## config.mk

```make
export PLATFORM = sky130hd
export DESIGN_NAME = regfile_wb_arbiter
export DESIGN_NICKNAME = d
export VERILOG_FILES = /design/src/rtl/regfile_wb_arbiter.sv
export SDC_FILE = /design/constraint.sdc
export NUM_CORES = 1
export LEC_CHECK = 0
export ABC_AREA = 1
export CAP_MARGIN = 20
export CELL_PAD_IN_SITES_DETAIL_PLACEMENT = 1
export CELL_PAD_IN_SITES_GLOBAL_PLACEMENT = 1
export CORE_MARGIN = 4
export CORE_UTILIZATION = 35
export DETAILED_ROUTE_END_ITERATION = 6
export GPL_TIMING_DRIVEN = 0
export HOLD_SLACK_MARGIN = 0.05
export PLACE_DENSITY_LB_ADDON = 0.1
export SLEW_MARGIN = 0
export SYNTH_ARGS = -nofsm -noshare
export SYNTH_HDL_FRONTEND = slang
export SYNTH_SLANG_ARGS = --single-unit
```

## constraint.sdc

```tcl
create_clock -name clk -period 3.01 [get_ports clk]
set_input_delay 0.4515 -clock clk [delete_from_list [all_inputs] [get_ports clk]]
set_output_delay 0.4515 -clock clk [all_outputs]
set_load 0.02 [all_outputs]
```

## src/rtl/regfile_wb_arbiter.sv

```systemverilog
// Round-robin writeback arbiter for the single register file write port.
// Also keeps a per-register pending-write scoreboard for RAW hazard stalls.
//
// Ports:
//   clk, rst_n                      clock, async active-low reset
//   issue_valid/issue_rd            reserve a pending write on issue_rd
//   issue_stall                     issue refused (counter saturated)
//   a_valid/a_ready/a_rd/a_data     requester A writeback beat
//   b_valid/b_ready/b_rd/b_data     requester B writeback beat
//   reg_write/rd_address/rd_value   registered register file write port
//   busy                            bit r set while register r has pending writes
//   protocol_err                    sticky: commit to a register with no pending write
module regfile_wb_arbiter #(
    parameter int DATA_WIDTH = 32,
    parameter int ADDR_WIDTH = 5,
    parameter int CNT_WIDTH  = 2
) (
    input  logic                     clk,
    input  logic                     rst_n,
    input  logic                     issue_valid,
    input  logic [ADDR_WIDTH-1:0]    issue_rd,
    output logic                     issue_stall,
    input  logic                     a_valid,
    output logic                     a_ready,
    input  logic [ADDR_WIDTH-1:0]    a_rd,
    input  logic [DATA_WIDTH-1:0]    a_data,
    input  logic                     b_valid,
    output logic                     b_ready,
    input  logic [ADDR_WIDTH-1:0]    b_rd,
    input  logic [DATA_WIDTH-1:0]    b_data,
    output logic                     reg_write,
    output logic [ADDR_WIDTH-1:0]    rd_address,
    output logic [DATA_WIDTH-1:0]    rd_value,
    output logic [2**ADDR_WIDTH-1:0] busy,
    output logic                     protocol_err
);

    localparam int NREG = 2**ADDR_WIDTH;
    localparam logic [CNT_WIDTH-1:0] CNT_MAX = '1;

    typedef enum logic {
        GRANT_A = 1'b0,
        GRANT_B = 1'b1
    } grant_e;

    grant_e                  last_grant_q, last_grant_d;
    logic                    reg_write_q, reg_write_d;
    logic [ADDR_WIDTH-1:0]   rd_address_q, rd_address_d;
    logic [DATA_WIDTH-1:0]   rd_value_q, rd_value_d;
    logic                    err_q, err_d;
    logic [CNT_WIDTH-1:0]    cnt_q [NREG];
    logic [CNT_WIDTH-1:0]    cnt_d [NREG];

    logic a_fire, b_fire;
    logic dec_en, inc_en, commit_zero;

    // Ready is forced low while reset is asserted.
    assign a_ready = rst_n && a_valid &&
                     (!b_valid || last_grant_q == GRANT_B);
    assign b_ready = rst_n && b_valid &&
                     (!a_valid || last_grant_q == GRANT_A);

    assign a_fire = a_valid && a_ready;
    assign b_fire = b_valid && b_ready;

    always_comb begin
        last_grant_d = last_grant_q;
        reg_write_d  = 1'b0;
        rd_address_d = rd_address_q;
        rd_value_d   = rd_value_q;
        if (a_fire) begin
            last_grant_d = GRANT_A;
            reg_write_d  = (a_rd != '0);
            rd_address_d = a_rd;
            rd_value_d   = a_data;
        end else if (b_fire) begin
            last_grant_d = GRANT_B;
            reg_write_d  = (b_rd != '0);
            rd_address_d = b_rd;
            rd_value_d   = b_data;
        end
    end

    // The commit being presented this cycle retires one pending write.
    assign commit_zero = reg_write_q && (cnt_q[rd_address_q] == '0);
    assign dec_en      = reg_write_q && (cnt_q[rd_address_q] != '0);

    // A saturated counter can still accept an issue if it is
    // retiring a write in the same cycle.
    assign issue_stall = rst_n && issue_valid && (issue_rd != '0) &&
                         (cnt_q[issue_rd] == CNT_MAX) &&
                         !(reg_write_q && rd_address_q == issue_rd);

    assign inc_en = issue_valid && !issue_stall && (issue_rd != '0);

    always_comb begin
        for (int r = 0; r < NREG; r++) begin
            cnt_d[r] = cnt_q[r];
            if (inc_en && issue_rd == ADDR_WIDTH'(r) &&
                !(dec_en && rd_address_q == ADDR_WIDTH'(r))) begin
                cnt_d[r] = cnt_q[r] + CNT_WIDTH'(1);
            end else if (dec_en && rd_address_q == ADDR_WIDTH'(r) &&
                         !(inc_en && issue_rd == ADDR_WIDTH'(r))) begin
                cnt_d[r] = cnt_q[r] - CNT_WIDTH'(1);
            end
        end
    end

    assign err_d = err_q | commit_zero;

    always_comb begin
        busy = '0;
        for (int r = 1; r < NREG; r++) begin
            busy[r] = (cnt_q[r] != '0);
        end
    end

    always_ff @(posedge clk or negedge rst_n) begin
        if (!rst_n) begin
            last_grant_q <= GRANT_B;
            reg_write_q  <= 1'b0;
            rd_address_q <= '0;
            rd_value_q   <= '0;
            err_q        <= 1'b0;
            for (int r = 0; r < NREG; r++) begin
                cnt_q[r] <= '0;
            end
        end else begin
            last_grant_q <= last_grant_d;
            reg_write_q  <= reg_write_d;
            rd_address_q <= rd_address_d;
            rd_value_q   <= rd_value_d;
            err_q        <= err_d;
            for (int r = 0; r < NREG; r++) begin
                cnt_q[r] <= cnt_d[r];
            end
        end
    end

    assign reg_write    = reg_write_q;
    assign rd_address   = rd_address_q;
    assign rd_value     = rd_value_q;
    assign protocol_err = err_q;

endmodule

```

# Word-level counts from Yosys, hierarchy flattened
# Index checks and enable logic that the tools add are counted.
dict set report classes {
  addsub 64
  n_mul 0
  div_mod_pow 0
  magnitude_cmp 2
  eq_ne 64
  shift 0
  mux 78
  bitwise_logic 4
  n_reduce_logical 284
}
# op n
set op_table {}
lappend op_table {{$eq A5 B5 Y1 const B} 32}
lappend op_table {{$logic_and A1 B1 Y1} 143}
lappend op_table {{$mux W2} 68}
lappend op_table {{$reduce_bool A2 Y1} 65}
lappend op_table {{$eq A5 B4 Y1 const B} 16}
lappend op_table {{$logic_not A1 Y1} 68}
lappend op_table {{$add A2 B1 Y2 const B} 32}
lappend op_table {{$mux W32} 2}
lappend op_table {{$sub A2 B1 Y2 const B} 32}
lappend op_table {{$eq A5 B3 Y1 const B} 8}
lappend op_table {{$bmux W2 S5} 2}
lappend op_table {{$eq A5 B2 Y1 const B} 4}
lappend op_table {{$reduce_bool A5 Y1} 3}
lappend op_table {{$ge A6 B6 Y1 const B} 2}
lappend op_table {{$not A5 Y6} 2}
lappend op_table {{$eq A5 B1 Y1 const B} 2}
lappend op_table {{$logic_not A5 Y1} 2}
lappend op_table {{$mux W5} 2}
lappend op_table {{$eq A5 B5 Y1} 1}
lappend op_table {{$mux W1} 4}
lappend op_table {{$eq A2 B2 Y1 const B} 1}
lappend op_table {{$logic_not A2 Y1} 1}
lappend op_table {{$logic_or A1 B1 Y1} 2}
lappend op_table {{$not A1 Y1} 1}
lappend op_table {{$or A1 B1 Y1} 1}
dict set report word_totals {
  reg_bits 104
  latch_bits 0
  mem_bits_rw 0
  rom_bits 0
  in_bits 84
  memories 0
}

# Logic depth before layout (Yosys ltp)
dict set report logic_depth {
  ltp_word 15
  ltp_mapped 21
}

# Least setup slack after synthesis
# Ideal clock, no wire load.
dict set report synth_timing {
  path_type {flip-flop to flip-flop}
  start {register rd_address_q[0] (netlist: rd_address[0])}
  end {register cnt_q[27] (netlist bit)}
  setup_time_ps 131
  arrival_ps 2435
  path_slack_ps 445
  path_stages_with_launch 18
  period_less_slack_ps 2565
  path_cell_list {dfrtp_1 buf_6 nor2_4 buf_4 nand2_1 a21oi_1 nor2_1 nand2_1 inv_1 nand2_2 nand3_2 nor2_4 buf_6 nand2_1 ha_1 a21oi_1 o21ai_0 xor2_1}
}
dict set report synth_via {
  elab_chain_cells 11
  word_cells_on_any_way 22
}
# item line
set synth_lines {}
lappend synth_lines {{start: declaration} 48} ;# logic [ADDR_WIDTH-1:0] rd_address_q, rd_address_d;
lappend synth_lines {{start signal: assignment} 131} ;# rd_address_q <= rd_address_d;
lappend synth_lines {{branches (longest 11 deep; another with $not A5 Y6)} --}
lappend synth_lines {{end signal: indexed assignment} 135} ;# cnt_q[r] <= cnt_d[r];
lappend synth_lines {{end: declaration} 51} ;# logic [CNT_WIDTH-1:0] cnt_q [NREG];
# Parallel ways; which one is timed is not known. The select of a mux whose other input is x is not followed.
# A chain may end at the register's enable or synchronous reset.

# Final worst setup path
dict set report layout_timing {
  start {register rd_address_q[1] (netlist: rd_address[1])}
  end {register cnt_q[23] (netlist bit)}
}
# The elaborated chain is that of the path after synthesis.

==> run_results.csv <==
group,metric,value,unit
global_route,grt_pass1_wl,42600,um
logic_synthesis,netlist_area,7180,um2
clock_tree,clkTransAtPathRegs,0.09,ns
die,dieArea,22900,um2
placement,io_buffers,155,
global_route,antenna_found_initial,0,
logic_synthesis,synthesis.nets,1165,
clock_tree,cts_buffers,9,
die,core_area,20200,um2
logic_synthesis,ys_top_cells_by_area,"dfrtp_1, nand2_1, o21ai_0",
global_route,grt_usage,0.245,
job,cap_violations,0,
sta,rsz0062_at_grt,"true",
logic_synthesis,synth_top_area_share,0.359,
logic_synthesis,avgSynthCellArea,6.83,um2
setup_path,path_max_fanout,10,
routing,via_per_inst,4.99,
pwr,power,6.53,mW
placement,detailedPlace.worstSlack,-0.698,ns
finish,antenna_cells,0,
finish,nets,1350,
sta,worstMarginPinSlew,0.937,ns
pwr,vdd_drop_max,282,uV
sta,fin_tns_setup,0,ns
routing,avgRoutedWirePerCell,18.2,um
clock_tree,clk-insertion-delay-late,0.37,ns
setup_path,endpoint_kind,"flop",
sta,fin_crit_sh,0.966,
die,rows,52,
logic_synthesis,syn_inst,1050,
pwr,power.leakage,4.64,nW
logic_synthesis,synth_cell_types,29,
sta,setup_violations,0,
logic_synthesis,synth-edff-count,0,
logic_synthesis,ys_warn_count,0,
logic_synthesis,synth-seq-area-share,0.363,
die,die_y,151,um
sta,finalClockSkew,0.0139,ns
worst_hold_path,hold_path.class,"in -> async",
logic_synthesis,synth_top_cell_by_area,"dfrtp_1",
global_route,grt_max_degree,38,
global_route,grt-ovfl-total,0,
logic_synthesis,async_flop_share,1.00,
sta,layout_setup_ws,0.103,ns
pwr,power.density,663,nW/um2
routing,met2_length,13200,um
routing,met1_length,11500,um
setup_path,r2r_slack,0.10,ns
routing,maxUsedRoutingLayer,"met4",
routing,drtAntennaViolNets,0,
setup_path,cp.required,3.25,ns
finish,drive_above_1_share,0.0758,
clock_tree,cts_num_sinks,104,
clock_tree,cts_tree,"yes",
routing,met3_wirelength,2140,um
placement,hpwl,20800,um
die,fp.dieW,151,um
logic_synthesis,synthTopCellsByCount,"nand2_1, o21ai_0, nor2_1",
routing,drt_iter0_drc,323,
routing,drc,0,
setup_path,critPathKind,"reg -> reg",
routing,drtPass1Iterations,4,
sta,fin_crit,2.91,ns
outcome,status,"finished clean",
clock_tree,htreeDepth,3,
sta,max_slew_margin,0.373,
setup_path,startpoint_type,"flop",
logic_synthesis,post-synth-top-count-cell,"nand2_1",
die,initial_utilization,0.356,
logic_synthesis,synthFlopType,"dfrtp_1",
sta,hold_viol,0,
sta,finalMaxSlewViolations,0,
routing,wirelength,27500,um
clock_tree,clockBufferDepth,2,
placement,gp_congestion,0.891,
global_route,grt_pass1_vias,7926,
logic_synthesis,yosys_register_bits,104,
clock_tree,root_buffer,"clkbuf_16",
setup_path,arrival,3.15,ns
sta,max_freq,344,MHz
routing,vias,7536,
finish,syn_to_final_growth,37.2,%
die,pin_count,158,
[critical path: stages, from the launching register on]
cell,delay [ns]
dfrtp_2,0.50
inv_2,0.15
buf_8,0.18
nand3_1,0.09
nand2_1,0.09
nor2_1,0.04
nand2_1,0.09
nand2_1,0.09
nand2_1,0.08
inv_1,0.04
nand2_2,0.10
nand3_4,0.12
nor2_4,0.20
buf_6,0.16
nand2_1,0.12
ha_4,0.25
a21oi_1,0.13
o21ai_0,0.15
xor2_1,0.16
[flip-flops by register name (all words and copies together), names as in the netlist]
signal        flops
rd_address        5
last_grant_q      1
protocol_err      1
reg_write         1
cnt_q            64
rd_value         32
[where the power goes]
group / switching, mW / internal (mW) / total, mW
clock network: 0.642 / 0.675 / 1.32
logic: 1.66 / 1.18 / 2.85
registers: 0.483 / 1.88 / 2.37
total: 2.79 / 3.74 / 6.53
[cells by family after synthesis]
family	Yosys count	synth area share
simple gates	512	0.284
compound gates	178	0.127
buf+inv	160	0.0935
flops	104	0.363
xor+xnor	64	0.0781
fa+ha+maj	31	0.0541
other cells	1	0.000523
[cells in the final DEF (no fill, tap or decap), types with 2 or more instances in the layout]
master	count
buf_4	16
buf_2	6
nand3_1	59
xnor2_1	32
nand2_1	320
dfrtp_1	101
nor2_4	4
buf_8	3
ha_1	25
clkbuf_1	17
inv_1	113
nor2_2	6
nor2_1	112
clkbuf_4	2
buf_12	3
o22ai_1	5
o21ai_0	126
clkbuf_16	9
inv_2	3
xor2_1	32
o21ai_1	6
inv_8	2
clkdlybuf4s50_1	149
inv_6	3
a21oi_1	35
buf_6	9
dfrtp_2	2
nand2_2	5
ha_4	6
dlygate4sd3_1	2
nand4_1	2
dlymetal6s2s_1	4
[area by class of cell]
| type | count | area, um2 |
|---|---|---|
| tap | 270 | 338 |
| buffer | 41 | 275 |
| multi-input combinational | 786 | 4050 |
| sequential | 104 | 2610 |
| timing repair buffer | 174 | 1800 |
| fill | 2588 | 10300 |
| inverter | 119 | 458 |
| clock buffer | 9 | 225 |
| clock inverter | 7 | 95.1 |
[per-layer routing]
| layer | global-route usage | vias up |
|---|---|---|
| met2 | 0.418 | 228 |
| met5 | 0 | - |
| met3 | 0.0712 | 42 |
| li1 | - | 3677 |
| met1 | 0.297 | 3589 |
| met4 | 0.0775 | 0 |
[through the flow]
step,instance area [um2],instances,utilization,hold slack (ns)
after floorplan,7180,1050,-,0.156
after global placement,9060,1475,0.449,0.440
after detailed placement,9090,1476,0.451,0.400
after CTS,9610,1501,0.476,0.0580
after global routing,9840,1510,0.488,0.0644
final,9840,1510,0.488,0.0467
[path summary, 6_finish.rpt]
kind | from | cells past startpoint | to
worst max-delay path | rd_address[1] | 18 | cnt_q[23]
worst min-delay path | rst_n | 2 | cnt_q[9]
worst max register to register | rd_address[1] | 18 | cnt_q[23]
worst min register to register | protocol_err | 1 | protocol_err
max in group asynchronous | rst_n | 3 | cnt_q[33]
min in group clk | protocol_err | 1 | protocol_err
[what timing repair did]
item / 4_1_cts / 5_1_grt
buffers inserted: 5 / 8
gates resized for setup: 32 / 35
hold buffers: 3 / 0
gates cloned: 1 / 1
setup endpoints to repair: 53 / 32
pin swaps: 3 / 2
endpoints found under the hold margin: 37 / 0
Note: power is estimated with default switching activity, not from simulation.
